==> src/rtl/seq100111_generator_pkg.sv <==
// Shared definitions for the 100111 pattern link (generator and detector).
package seq_pkg;

    typedef enum logic [1:0] {
        IDLE = 2'd0,
        SEND = 2'd1,
        GAP  = 2'd2
    } seq_state_t;

    localparam logic [5:0] SEQ_PATTERN = 6'b100111;
    localparam int         SEQ_LEN     = 6;

endpackage

==> src/rtl/seq100111_generator_if.sv <==
// Control and serial-output bundle of the pattern generator.
interface seq100111_generator_if #(
    parameter int CNT_W = 4
);
    logic             start;
    logic [CNT_W-1:0] rep_count;
    logic             abort;
    logic             dout;
    logic             dout_valid;
    logic             frame_done;
    logic             busy;

    modport master (
        output start, rep_count, abort,
        input  dout, dout_valid, frame_done, busy
    );

    modport slave (
        input  start, rep_count, abort,
        output dout, dout_valid, frame_done, busy
    );
endinterface

==> src/rtl/seq100111_generator.sv <==
// Serial 100111 pattern transmitter: N frames MSB-first with zero gap bits between them.
//
//  state | meaning
//  IDLE  | waiting for start; outputs low
//  SEND  | shifting out PATTERN[bit_idx], bit_idx counting down to 0
//  GAP   | GAP_LEN idle zero bits between frames, gap_cnt counting down to 0
//
// Outputs are registered from the current state, so the first frame bit shows
// one edge after the edge that accepts start.
module seq100111_generator
    import seq_pkg::*;
#(
    parameter logic [SEQ_LEN-1:0] PATTERN = SEQ_PATTERN,
    parameter int                 PAT_LEN = SEQ_LEN,
    parameter int                 GAP_LEN = 2,
    parameter int                 CNT_W   = 4
) (
    input  logic                  clk,
    input  logic                  reset,
    seq100111_generator_if.slave  bus
);

    localparam int IDX_W = $clog2(PAT_LEN);
    localparam int GAP_W = (GAP_LEN < 2) ? 1 : $clog2(GAP_LEN + 1);
    localparam logic [IDX_W-1:0] LAST_IDX = IDX_W'(PAT_LEN - 1);

    seq_state_t       state, state_nxt;
    logic [IDX_W-1:0] bit_idx, bit_idx_nxt;
    logic [CNT_W-1:0] frames_left, frames_left_nxt;
    logic [GAP_W-1:0] gap_cnt, gap_cnt_nxt;

    logic dout_q, dout_nxt;
    logic valid_q, valid_nxt;
    logic done_q, done_nxt;
    logic busy_q, busy_nxt;

    // State, counters and registered outputs; async reset clears everything at once.
    always_ff @(posedge clk or posedge reset) begin
        if (reset) begin
            state       <= IDLE;
            bit_idx     <= LAST_IDX;
            frames_left <= '0;
            gap_cnt     <= '0;
            dout_q      <= 1'b0;
            valid_q     <= 1'b0;
            done_q      <= 1'b0;
            busy_q      <= 1'b0;
        end else begin
            state       <= state_nxt;
            bit_idx     <= bit_idx_nxt;
            frames_left <= frames_left_nxt;
            gap_cnt     <= gap_cnt_nxt;
            dout_q      <= dout_nxt;
            valid_q     <= valid_nxt;
            done_q      <= done_nxt;
            busy_q      <= busy_nxt;
        end
    end

    // Next state, counter updates and next output values; abort overrides everything.
    always_comb begin
        state_nxt       = state;
        bit_idx_nxt     = bit_idx;
        frames_left_nxt = frames_left;
        gap_cnt_nxt     = gap_cnt;
        dout_nxt        = 1'b0;
        valid_nxt       = 1'b0;
        done_nxt        = 1'b0;
        busy_nxt        = 1'b0;

        if (bus.abort) begin
            state_nxt       = IDLE;
            bit_idx_nxt     = LAST_IDX;
            frames_left_nxt = '0;
            gap_cnt_nxt     = '0;
        end else begin
            case (state)
                IDLE: begin
                    if (bus.start) begin
                        state_nxt       = SEND;
                        bit_idx_nxt     = LAST_IDX;
                        frames_left_nxt = (bus.rep_count == '0) ? CNT_W'(1) : bus.rep_count;
                    end
                end
                SEND: begin
                    dout_nxt  = PATTERN[bit_idx];
                    valid_nxt = 1'b1;
                    busy_nxt  = 1'b1;
                    if (bit_idx == '0) begin
                        done_nxt        = 1'b1;
                        frames_left_nxt = frames_left - CNT_W'(1);
                        bit_idx_nxt     = LAST_IDX;
                        if (frames_left == CNT_W'(1)) begin
                            state_nxt = IDLE;
                        end else if (GAP_LEN == 0) begin
                            state_nxt = SEND;
                        end else begin
                            state_nxt   = GAP;
                            gap_cnt_nxt = GAP_W'(GAP_LEN - 1);
                        end
                    end else begin
                        bit_idx_nxt = bit_idx - IDX_W'(1);
                    end
                end
                GAP: begin
                    busy_nxt = 1'b1;
                    if (gap_cnt == '0) begin
                        state_nxt   = SEND;
                        bit_idx_nxt = LAST_IDX;
                    end else begin
                        gap_cnt_nxt = gap_cnt - GAP_W'(1);
                    end
                end
                default: begin
                    state_nxt   = IDLE;
                    bit_idx_nxt = LAST_IDX;
                end
            endcase
        end
    end

    assign bus.dout       = dout_q;
    assign bus.dout_valid = valid_q;
    assign bus.frame_done = done_q;
    assign bus.busy       = busy_q;

endmodule

==> src/flat_wrapper.sv <==
// flat-port wrapper written by rule: the top's interface ports become plain ports
module seq100111_generator_flat import seq_pkg::*;
#(
    parameter logic [SEQ_LEN-1:0] PATTERN = SEQ_PATTERN,
    parameter int                 PAT_LEN = SEQ_LEN,
    parameter int                 GAP_LEN = 2,
    parameter int                 CNT_W   = 4
)
  (clk, reset, bus_start, bus_rep_count, bus_abort, bus_dout, bus_dout_valid, bus_frame_done, bus_busy);
  seq100111_generator_if #(.CNT_W(CNT_W)) bus_i ();
  input  logic clk;
  input  logic reset;
  input wire logic [$bits(bus_i.start)-1:0] bus_start;
  input wire logic [$bits(bus_i.rep_count)-1:0] bus_rep_count;
  input wire logic [$bits(bus_i.abort)-1:0] bus_abort;
  output wire logic [$bits(bus_i.dout)-1:0] bus_dout;
  output wire logic [$bits(bus_i.dout_valid)-1:0] bus_dout_valid;
  output wire logic [$bits(bus_i.frame_done)-1:0] bus_frame_done;
  output wire logic [$bits(bus_i.busy)-1:0] bus_busy;
  assign bus_i.start = bus_start;
  assign bus_i.rep_count = bus_rep_count;
  assign bus_i.abort = bus_abort;
  assign bus_dout = bus_i.dout;
  assign bus_dout_valid = bus_i.dout_valid;
  assign bus_frame_done = bus_i.frame_done;
  assign bus_busy = bus_i.busy;
  seq100111_generator #(.PATTERN(PATTERN), .PAT_LEN(PAT_LEN), .GAP_LEN(GAP_LEN), .CNT_W(CNT_W)) u_core (.clk(clk), .reset(reset), .bus(bus_i));
endmodule
==> config.mk <==
export PLATFORM = sky130hd
export DESIGN_NAME = seq100111_generator_flat
export DESIGN_NICKNAME = d
export VERILOG_FILES = /design/src/rtl/seq100111_generator_pkg.sv /design/src/rtl/seq100111_generator_if.sv /design/src/rtl/seq100111_generator.sv /design/src/flat_wrapper.sv
export SDC_FILE = /design/constraint.sdc
export NUM_CORES = 1
export LEC_CHECK = 0
export CAP_MARGIN = 20
export CORE_MARGIN = 2
export CORE_UTILIZATION = 40
export CTS_CLUSTER_SIZE = 30
export DETAILED_ROUTE_END_ITERATION = 12
export PLACE_DENSITY_LB_ADDON = 0.05
export RECOVER_POWER = 25
export SYNTH_ARGS = -nofsm -noshare
export SYNTH_HDL_FRONTEND = slang
export SYNTH_SLANG_ARGS = --single-unit
==> constraint.sdc <==
create_clock -name clk -period 2.5 [get_ports clk]
set_input_delay 0.5 -clock clk [delete_from_list [all_inputs] [get_ports clk]]
set_output_delay 0.5 -clock clk [all_outputs]
set_load 0.05 [all_outputs]
== Word level (Yosys, flattened, before mapping) ==
Memories as Yosys holds them, arrays and structs flattened.
Cells that the tools add are included.
Word-level totals
  register bits: 15
  memory bits (read-only): 8
  input bits: 8
  memories kept: 1
Operators by class
  $add $sub $neg: 3
  order comparisons: 1
  eq/ne operators: 8
  multiplexer cells: 31
  reduce and logical (&&, ||, !) cells: 11
Memories
  (no name shown): words 8, bits a word 1, read ports 1, clocked after memory_dff 0, wr ports 0, line seq100111_generator.sv:86  | dout_nxt = PATTERN[bit_idx];
Operators with widths (number)
  2-bit two-way mux: 9
  4-bit two-way mux: 4
  3-bit two-way mux: 4
  1-bit two-way mux: 10
  3-bit inequality test (second input constant): 3
  3-bit one-hot mux with 3 select lines: 1
  4-bit one-hot mux with 2 select lines: 1
  3-bit by 2-bit inequality test with 1-bit output (second input constant): 2
  2-bit one-hot mux with 3 select lines: 1
  3-bit AND reduction: 2
  3-bit nonzero test: 2
  4-bit by 1-bit equality test with 1-bit output (second input constant): 1
  2-bit logical NOT: 2
  4-bit logical NOT: 1
  3-bit by 4-bit less-than comparator with 1-bit output (second input constant): 1
  2-bit one-hot mux with 2 select lines: 1
  4-bit AND reduction: 1
  4-bit by 1-bit subtractor with 4-bit output (second input constant): 1
  3-bit logical NOT: 1
  3-bit by 1-bit subtractor with 3-bit output (second input constant): 1
  2-bit by 1-bit equality test with 1-bit output (second input constant): 1
  2-bit equality test (second input constant): 1
  2-bit AND reduction: 1
  2-bit OR reduction: 1
  2-bit by 1-bit subtractor with 2-bit output (second input constant): 1

== Depth between registers and ports, before layout ==
Gate-level depths: netlist of run 1.
  depth after elaboration: 5
  depth in mapped cells: 7

== Worst setup path before layout of run 1 ==
Ideal clock, no wire load.
  path kind: register -> register
  start point: register u_core.state[0]
  end point: register u_core.gap_cnt[0]
  data arrival time: 1.526 ns
  data required time: 2.372 ns
  path slack: 0.846 ns
  stages on the path, launching flop included: 7
  path buffers: 0
  clock period less this slack: 1.654 ns
  cells stage by stage: dfrtp_1 inv_1 ha_1 or2_0 a21oi_1 a311oi_4 mux2_1
On the way
  cells in the longest elaborated chain, start to end: 3
RTL lines
  start, declared: line seq100111_generator.sv:27  | seq_state_t state, state_nxt;
  start signal, assigned: line seq100111_generator.sv:49  | state <= state_nxt;
  2-bit equality test / 2-bit by 1-bit equality test with 1-bit output (equally long branches): line seq100111_generator.sv:77  | case (state)
  3-bit inequality test (no source line) (tied with other cells)
  4-bit AND reduction (no source line) / 2-bit two-way mux (equally long branches)
  end signal, assigned: line seq100111_generator.sv:52  | gap_cnt <= gap_cnt_nxt;
  end, declared: line seq100111_generator.sv:30  | logic [GAP_W-1:0] gap_cnt, gap_cnt_nxt;
Parallel ways exist; a longest one is shown, timed or not.
A chain may end at the register's enable or synchronous reset.

== Worst setup path after layout of run 1 ==
  start point: register u_core.state[1]
  end point: register u_core.gap_cnt[0]
The elaborated chain is that of the path after synthesis.

==> results.md, run 1 <==
* Starting Density at roughly 42%
* CTS tree: built
* Register bit total from synthesis at 15
* VDD IR max at 0.492 mV
* Main area contributors after synthesis: dfrtp_1 (36%), ha_1 (11%), dfstp_2 (5.8%), inv_1 (4.1%), mux2_2 (3.7%)
* Root Buffer: clkbuf_4
* Total design power at roughly 1.1 mW
* Drt pass-1 iters at 3
* Deepest clock path buffer count at 2
* First-pass GRT wire length at 2780 um
* Die span in x at 51.7 um
* Yosys cell types at 32
* Vias in the first global route at roughly 650
* Setup Skew at 0.00169 ns
* H-tree depth reported by CTS at 1
* Initial drt markers at 6
* Kind of end point of the critical path: flop
* CP max stage cell: dfrtp_1
* Std-Cell Rows at 17
* Clock network power share at between 10% and 20%
* Pleak at just under 0.5 nW
* Final setup TNS at 0 ns
* Critical Path Max Stage Delay at just over 0.4 ns
* Total gr overflow at 0
* Hold_buf cts at 0
* Power Dens Cells at ~1100 nW/um^2
* Sequential area share after synthesis at 41.5%
* Post-DP HPWL at 1290 um
* Net switching power at between 0.4 and 0.5 mW
* Max Cap Viol at 0
* Total clock sinks at 15
* Routed len/inst at 12.4 um
* Crit path cell chain: inv_1, ha_1, or2_0, a21oi_1, a311oi_4, mux2_1
* Int Power at between 0.6 and 0.7 mW
* Final hold vios at 0
* Nets@finish at 122
* RSZ-0062 raised after global routing: false
* Worst Hold Class: flop to flop
* Vias/cell at between 4 and 5
* Syn_nets at approximately 110
* Synth warn at 0
* Core box area at between 2000 and 2500 um^2
* CTS resizes at 0
* Period utilisation layout at between 70% and 80%
* Leading area contributor after synthesis: dfrtp_1
* Switch share at 43.3%
* GRT Util Overall at 14.2%
* Ant diodes at 0
* Worst Tran Pin Value at ~0.56 ns
* CP Class: flop to flop
* Cell family with most CP delay: compound AO/OA/AOI/OAI gates
* Cells after Synth at 91
* EDFF count, synth at 0
* Layout cell share with drive strength beyond 1 at around an eighth
* Die area at approximately 2700 um^2
* Synth top area share at 35.7%
* Via count at 653
* Fmax at approximately 510 MHz
* Logic pwr share at roughly 52%
* Sequential power share at between 30% and 40%
* Worst EP arrival at around 2.1 ns
* Final setup fails at 0
* Routability congestion estimate at about 0.76
* Initial antenna violation count at 0
* Critical path peak fanout at 11
* IO buf count at 11
* Critical Path RT at roughly 2.7 ns
* Slew HR at a little over three fifths
* Post-DRT Antenna Nets at 0
* Top FF cell, synth: dfrtp_1
* CP startpoint kind: flop
* Number of CTS-inserted buffers at 3
* Max-slew violations at 0
* Outcome: completed
* Mapped Area at about 910 um^2
* Largest net degree at the start of global routing at 16
* Post-CTS setup buffer count at 0
* Crit path buf inv count at 1
* Syn avg cell area at about 10 um^2
* Skew-Pair Late Insertion Delay at approximately 0.27 ns
* DRC viols at 0
* IO Count at 12
* CTS clk-pin slew, worst paths at ~0.090 ns
* Final wirelength at approximately 1600 um
* Asr flop ratio synth at 100%
* Area Growth Syn to Fin at 18.7%
* Die H at a little over 50 um
* Post-layout min period at between 1.5 and 2 ns
stage by stage:
| step | utilization (%) | cells | worst slack (ns) | cell area [um^2] | hold slack [ns] |
|---|---|---|---|---|---|
| floorplan | - | 91 | 0.846 | 911 | 0.400 |
| global placement | 48.1 | 129 | 0.302 | 1050 | 0.501 |
| global route | 49.3 | 133 | 0.372 | 1080 | 0.564 |
| finish | 49.3 | 133 | 0.525 | 1080 | 0.525 |
| detailed placement | 48.1 | 129 | 0.283 | 1050 | 0.508 |
| CTS | 49.3 | 133 | 0.502 | 1080 | 0.529 |
path summary, 6_finish.rpt:
check                                  start                end  slack (ns)  cells past startpoint
setup / recovery             u_core.state[1]  u_core.gap_cnt[0]        0.52                      6
hold / removal             u_core.gap_cnt[0]  u_core.gap_cnt[0]        0.53                      1
setup reg to reg             u_core.state[1]  u_core.gap_cnt[0]        0.52                      6
hold reg to reg            u_core.gap_cnt[0]  u_core.gap_cnt[0]        0.53                      1
max in group asynchronous              reset  u_core.bit_idx[0]        1.43                      2
min in group asynchronous              reset    u_core.bus.busy        0.70                      2
synth_stat cells (3+ instances only):
master / number
dfrtp_1: 13
inv_1: 10
ha_1: 8
nand2_1: 7
a21oi_1: 6
nor2_1: 6
nor3_1: 4
o21ai_0: 4
mux2_2: 3
nor2b_1: 3
power by group through the flow:
stage / combinational, mW / clock, mW / sequential, mW
after global routing: 0.663 / 0.157 / 0.437
after floorplan: 0.403 / 0 / 0.466
final: 0.596 / 0.136 / 0.416
after global placement: 0.593 / 0 / 0.419
after CTS: 0.598 / 0.144 / 0.417
after detailed placement: 0.596 / 0 / 0.422
final cells by class:
type	instances	area (um^2)
Sequential cell	15	378
Inverter	10	37.5
Clock buffer	4	26.3
Tap cell	28	35.0
Fill cell	205	1110
Multi-Input combinational cell	64	487
Timing Repair Buffer	12	118
cells in the final DEF (no fill, tap or decap), types with 2 or more instances in the layout:
cell and n:
mux2i_1 2, ha_1 8, nand2_1 7, nand2b_1 2, nor2_1 6, clkbuf_4 3
o31ai_1 2, mux2_2 3, o21ai_0 4, nor3_1 4, dfrtp_1 13, nor2b_1 3
a31oi_1 2, a21oi_1 6, clkdlybuf4s50_1 10, inv_1 10, dfstp_2 2
sequential cells by signal, indices dropped and copies added, names as in the netlist:
register / flops
u_core.bus.dout: 1
u_core.gap_cnt: 2
u_core.bit_idx: 3
u_core.state: 2
u_core.bus.frame_done: 1
u_core.frames_left: 4
u_core.bus.busy: 1
u_core.bus.dout_valid: 1
cells by family (layout without fill, tap and decap cells):
group	after synthesis	after routing	share of synthesized area (%)
compound gates	21	21	17.6
simple gates	29	29	17.7
fa+ha+maj	8	8	11.0
buf+inv	12	26	5.08
mux	6	6	7.14
flops	15	15	41.5
metal layers:
layer	vias to the layer above	GRT usage, %	wire [um]
li1	347	-	-
met1	293	18.4	824
met2	11	22.6	738
met3	2	2.87	64
met4	0	6.58	14
met5	-	0	0
Power figures use the tool's default switching activity.
==> run 2, diff against run 1 <==
Clock period 2.5 ns to 1.6 ns, I/O delays scaled along.
==> results.md, run 2 (same netlist as run 1, synthesis figures left out) <==
* IO Count at 12 (unchanged)
* Setup WS pre-CTS at -0.198 ns (was 0.283 ns)
* Max-slew violations at 0 (unchanged)
* Nets@finish at 138 (was 122)
* Grt met2 use at 30.3% (was 22.6%)
* Ant diodes at 0 (unchanged)
* RSZ-0062 raised after global routing: true (was false)
* Critical Path Max Stage Delay at 0.40 ns (was 0.41 ns)
* Vias in the first global route at 785 (was 648)
* Post-route cell area at 1280 um^2 (was 1080 um^2)
* Largest net degree at the start of global routing at 16 (unchanged)
* Layout cell share with drive strength beyond 1 at 38.8% (was 13.3%)
* Setup Skew at 0.00455 ns (was 0.00169 ns)
* IO buf count at 11 (unchanged)
* CP startpoint kind: flop (unchanged)
* Reg-to-Reg End: u_core.gap_cnt[0] (unchanged)
* Worst Hold Class: flop to flop (unchanged)
* Most common cell after layout, fill and taps aside: buf_4 (was dfrtp_1)
* DRC viols at 0 (unchanged)
* Fmax at 630 MHz (was 506 MHz)
* Final hold vios at 0 (unchanged)
* Max Cap Viol at 0 (unchanged)
* CTS clk-pin slew, worst paths at 0.09 ns (about the same)
* Deepest clock path buffer count at 2 (unchanged)
* R2R depth at 6 (unchanged)
* Worst EP arrival at 1.76 ns (was 2.14 ns)
* CP Depth at 6 (unchanged)
* Die H at 51.7 um (unchanged)
* H-tree depth reported by CTS at 1 (unchanged)
* Skew-Pair Late Insertion Delay at 0.28 ns (was 0.27 ns)
* Top Registers: u_core.frames_left (4), u_core.bit_idx (3) (unchanged)
* Vias/cell at 5.04 (was 4.91)
* Drt pass-1 iters at 2 (was 3)
* Kind of end point of the critical path: flop (unchanged)
* Power Dens Cells at 1740 nW/um^2 (was 1060 nW/um^2)
* Cell family with most CP delay: flip-flops (was compound AO/OA/AOI/OAI gates)
* Root Buffer: clkbuf_4 (unchanged)
* Met3 usage at 4.89% (was 2.87%)
* Crit path buf inv count at 1 (unchanged)
* DP Area at 1160 um^2 (was 1050 um^2)
* CP Class: flop to flop (unchanged)
* Starting Density at 41.6% (unchanged)
* Initial antenna violation count at 0 (unchanged)
* Outcome: completed (unchanged)
* Reg with most FFs: u_core.frames_left (unchanged)
* Setup ws final at 0.0115 ns (was 0.525 ns)
* CP max stage cell: dfrtp_1 (unchanged)
* Worst hold slack at 0.524 ns (was 0.525 ns)
* Critical Path RT at 1.77 ns (was 2.66 ns)
* Reg area at 378 um^2 (unchanged)
* Worst Tran Pin Value at 0.811 ns (was 0.558 ns)
* Critical path peak fanout at 4 (was 11)
* VDD IR max at 0.924 mV (was 0.492 mV)
* Total gr overflow at 0 (unchanged)
* GRT Util Overall at 17.2% (was 14.2%)
* R2r startpoint: u_core.state[1] (unchanged)
* Total design power at 2.22 mW (was 1.15 mW)
* Die area at 2670 um^2 (unchanged)
* Area of the multi-input gates at 566 um^2 (was 487 um^2)
* Slew HR at 45.9% (was 62.8%)
* Std-Cell Rows at 17 (unchanged)
* Die span in x at 51.7 um (unchanged)
* CTS tree: built (unchanged)
* Hold_buf cts at 0 (unchanged)
* Most frequent cells in the layout: buf_4 (17), dfrtp_1 (13), inv_1 (7) (was dfrtp_1 (13), inv_1 (10), clkdlybuf4s50_1 (10))
* GR peak layer: met2 (unchanged)
* Worst setup path start: u_core.state[1] (unchanged)
* CP endpoint: u_core.gap_cnt[0] (unchanged)
* Core box area at 2190 um^2 (unchanged)
* Final core occ at 58.4% (was 49.3%)
* First-pass GRT wire length at 3370 um (was 2780 um)
* Met1 Use GR at 18.9% (was 18.4%)
* Via count at 751 (was 653)
* Reg2reg setup slack at 0.01 ns (was 0.52 ns)
* Routability congestion estimate at 0.756 (was 0.765)
* Max reg flops at 4 (unchanged)
* Period utilisation layout at 99.3% (was 79.0%)
* Number of CTS-inserted buffers at 3 (unchanged)
* Fill cells at 190 (was 205)
* Post-DRT Antenna Nets at 0 (unchanged)
* Area Growth Syn to Fin at 40.4% (was 18.7%)
* Final wirelength at 1900 um (was 1640 um)
* Initial drt markers at 7 (was 6)
* Pleak at 0.583 nW (was 0.481 nW)
* Post-layout min period at 1.59 ns (was 1.98 ns)
* Crit path cell chain: buf_6, ha_4, or2_1, a21oi_2, a311oi_4, mux2_4 (was inv_1, ha_1, or2_0, a21oi_1, a311oi_4, mux2_1)
* Final setup fails at 0 (unchanged)
* Final setup TNS at 0 ns (unchanged)
* Cell count after placement at 143 (was 129)
* Routed len/inst at 12.8 um (was 12.4 um)
* Final non-filler cell total at 149 (was 133)
* Total clock sinks at 15 (unchanged)
* Post-DP HPWL at 1320 um (was 1290 um)
## run 2: cell count changes in the layout (fill, tap and decap cells not counted), sizes merged
| cell | previous run | this run |
|---|---|---|
| clkinv | 0 | 1 |
| clkdlybuf4s50 | 10 | 6 |
| buf | 1 | 20 |
## run 2: routing by layer
| metal | wire length (um) | share of wire [%] | vias to the layer above |
|---|---|---|---|
| met3 | 83 | 4.4 | 4 |
| met2 | 948 | 50 | 17 |
| met1 | 835 | 44 | 357 |
| li1 | - | - | 373 |
| met4 | 34 | 1.8 | 0 |
| met5 | 0 | 0 | - |
## run 2: what timing repair did
action | 4_1_cts | 5_1_grt
buffers inserted | 1 | 1
resized for setup | 9 | 13
setup endpoints to repair | 5 | 8
pin swaps | 6 | 6
gates cloned | 0 | 0
## run 2: worst register-to-register path: stages (launching register included)
cell and delay (ns):
dfrtp_1 0.40, buf_6 0.14, ha_4 0.16, or2_1 0.23, a21oi_2 0.19, a311oi_4 0.06
mux2_4 0.31
## run 2: worst min path at each step
stage | start | end | slack [ns] | depth (start not counted)
2_1_floorplan | reset | u_core.bit_idx[1] | 0.22 | 1
6_report | u_core.gap_cnt[1] | u_core.gap_cnt[1] | 0.52 | 2
3_5_place_dp | u_core.frames_left[1] | u_core.frames_left[1] | 0.50 | 2
4_1_cts | reset | u_core.bus.frame_done | 0.35 | 3
3_3_place_gp | u_core.frames_left[1] | u_core.frames_left[1] | 0.50 | 2
5_1_grt | u_core.frames_left[1] | u_core.frames_left[1] | 0.57 | 2
## run 2: area by class of cell
| type | instances | share of cell area, % |
|---|---|---|
| flip-flops and latches | 15 | 29.5 |
| multi-input cells | 64 | 44.2 |
| repair buffers | 28 | 18.4 |
| clock buffers | 3 | 1.76 |
| inverters | 10 | 2.94 |
| clock inverters | 1 | 0.391 |
| well taps | 28 | 2.74 |
## run 2: report_power, final
part | leakage [nW] | switching (mW) | internal (mW)
clock network | 0.0177 | 0.122 | 0.0926
registers | 0.190 | 0.133 | 0.520
logic | 0.375 | 0.666 | 0.687
total | 0.583 | 0.921 | 1.30
==> run 3, diff against run 2 <==
Settings changed: ABC_CLOCK_PERIOD_IN_PS from default to 1600.
==> results of run 3 <==
Same layout as run 2: the final DEF is identical, and so are final timing and power.
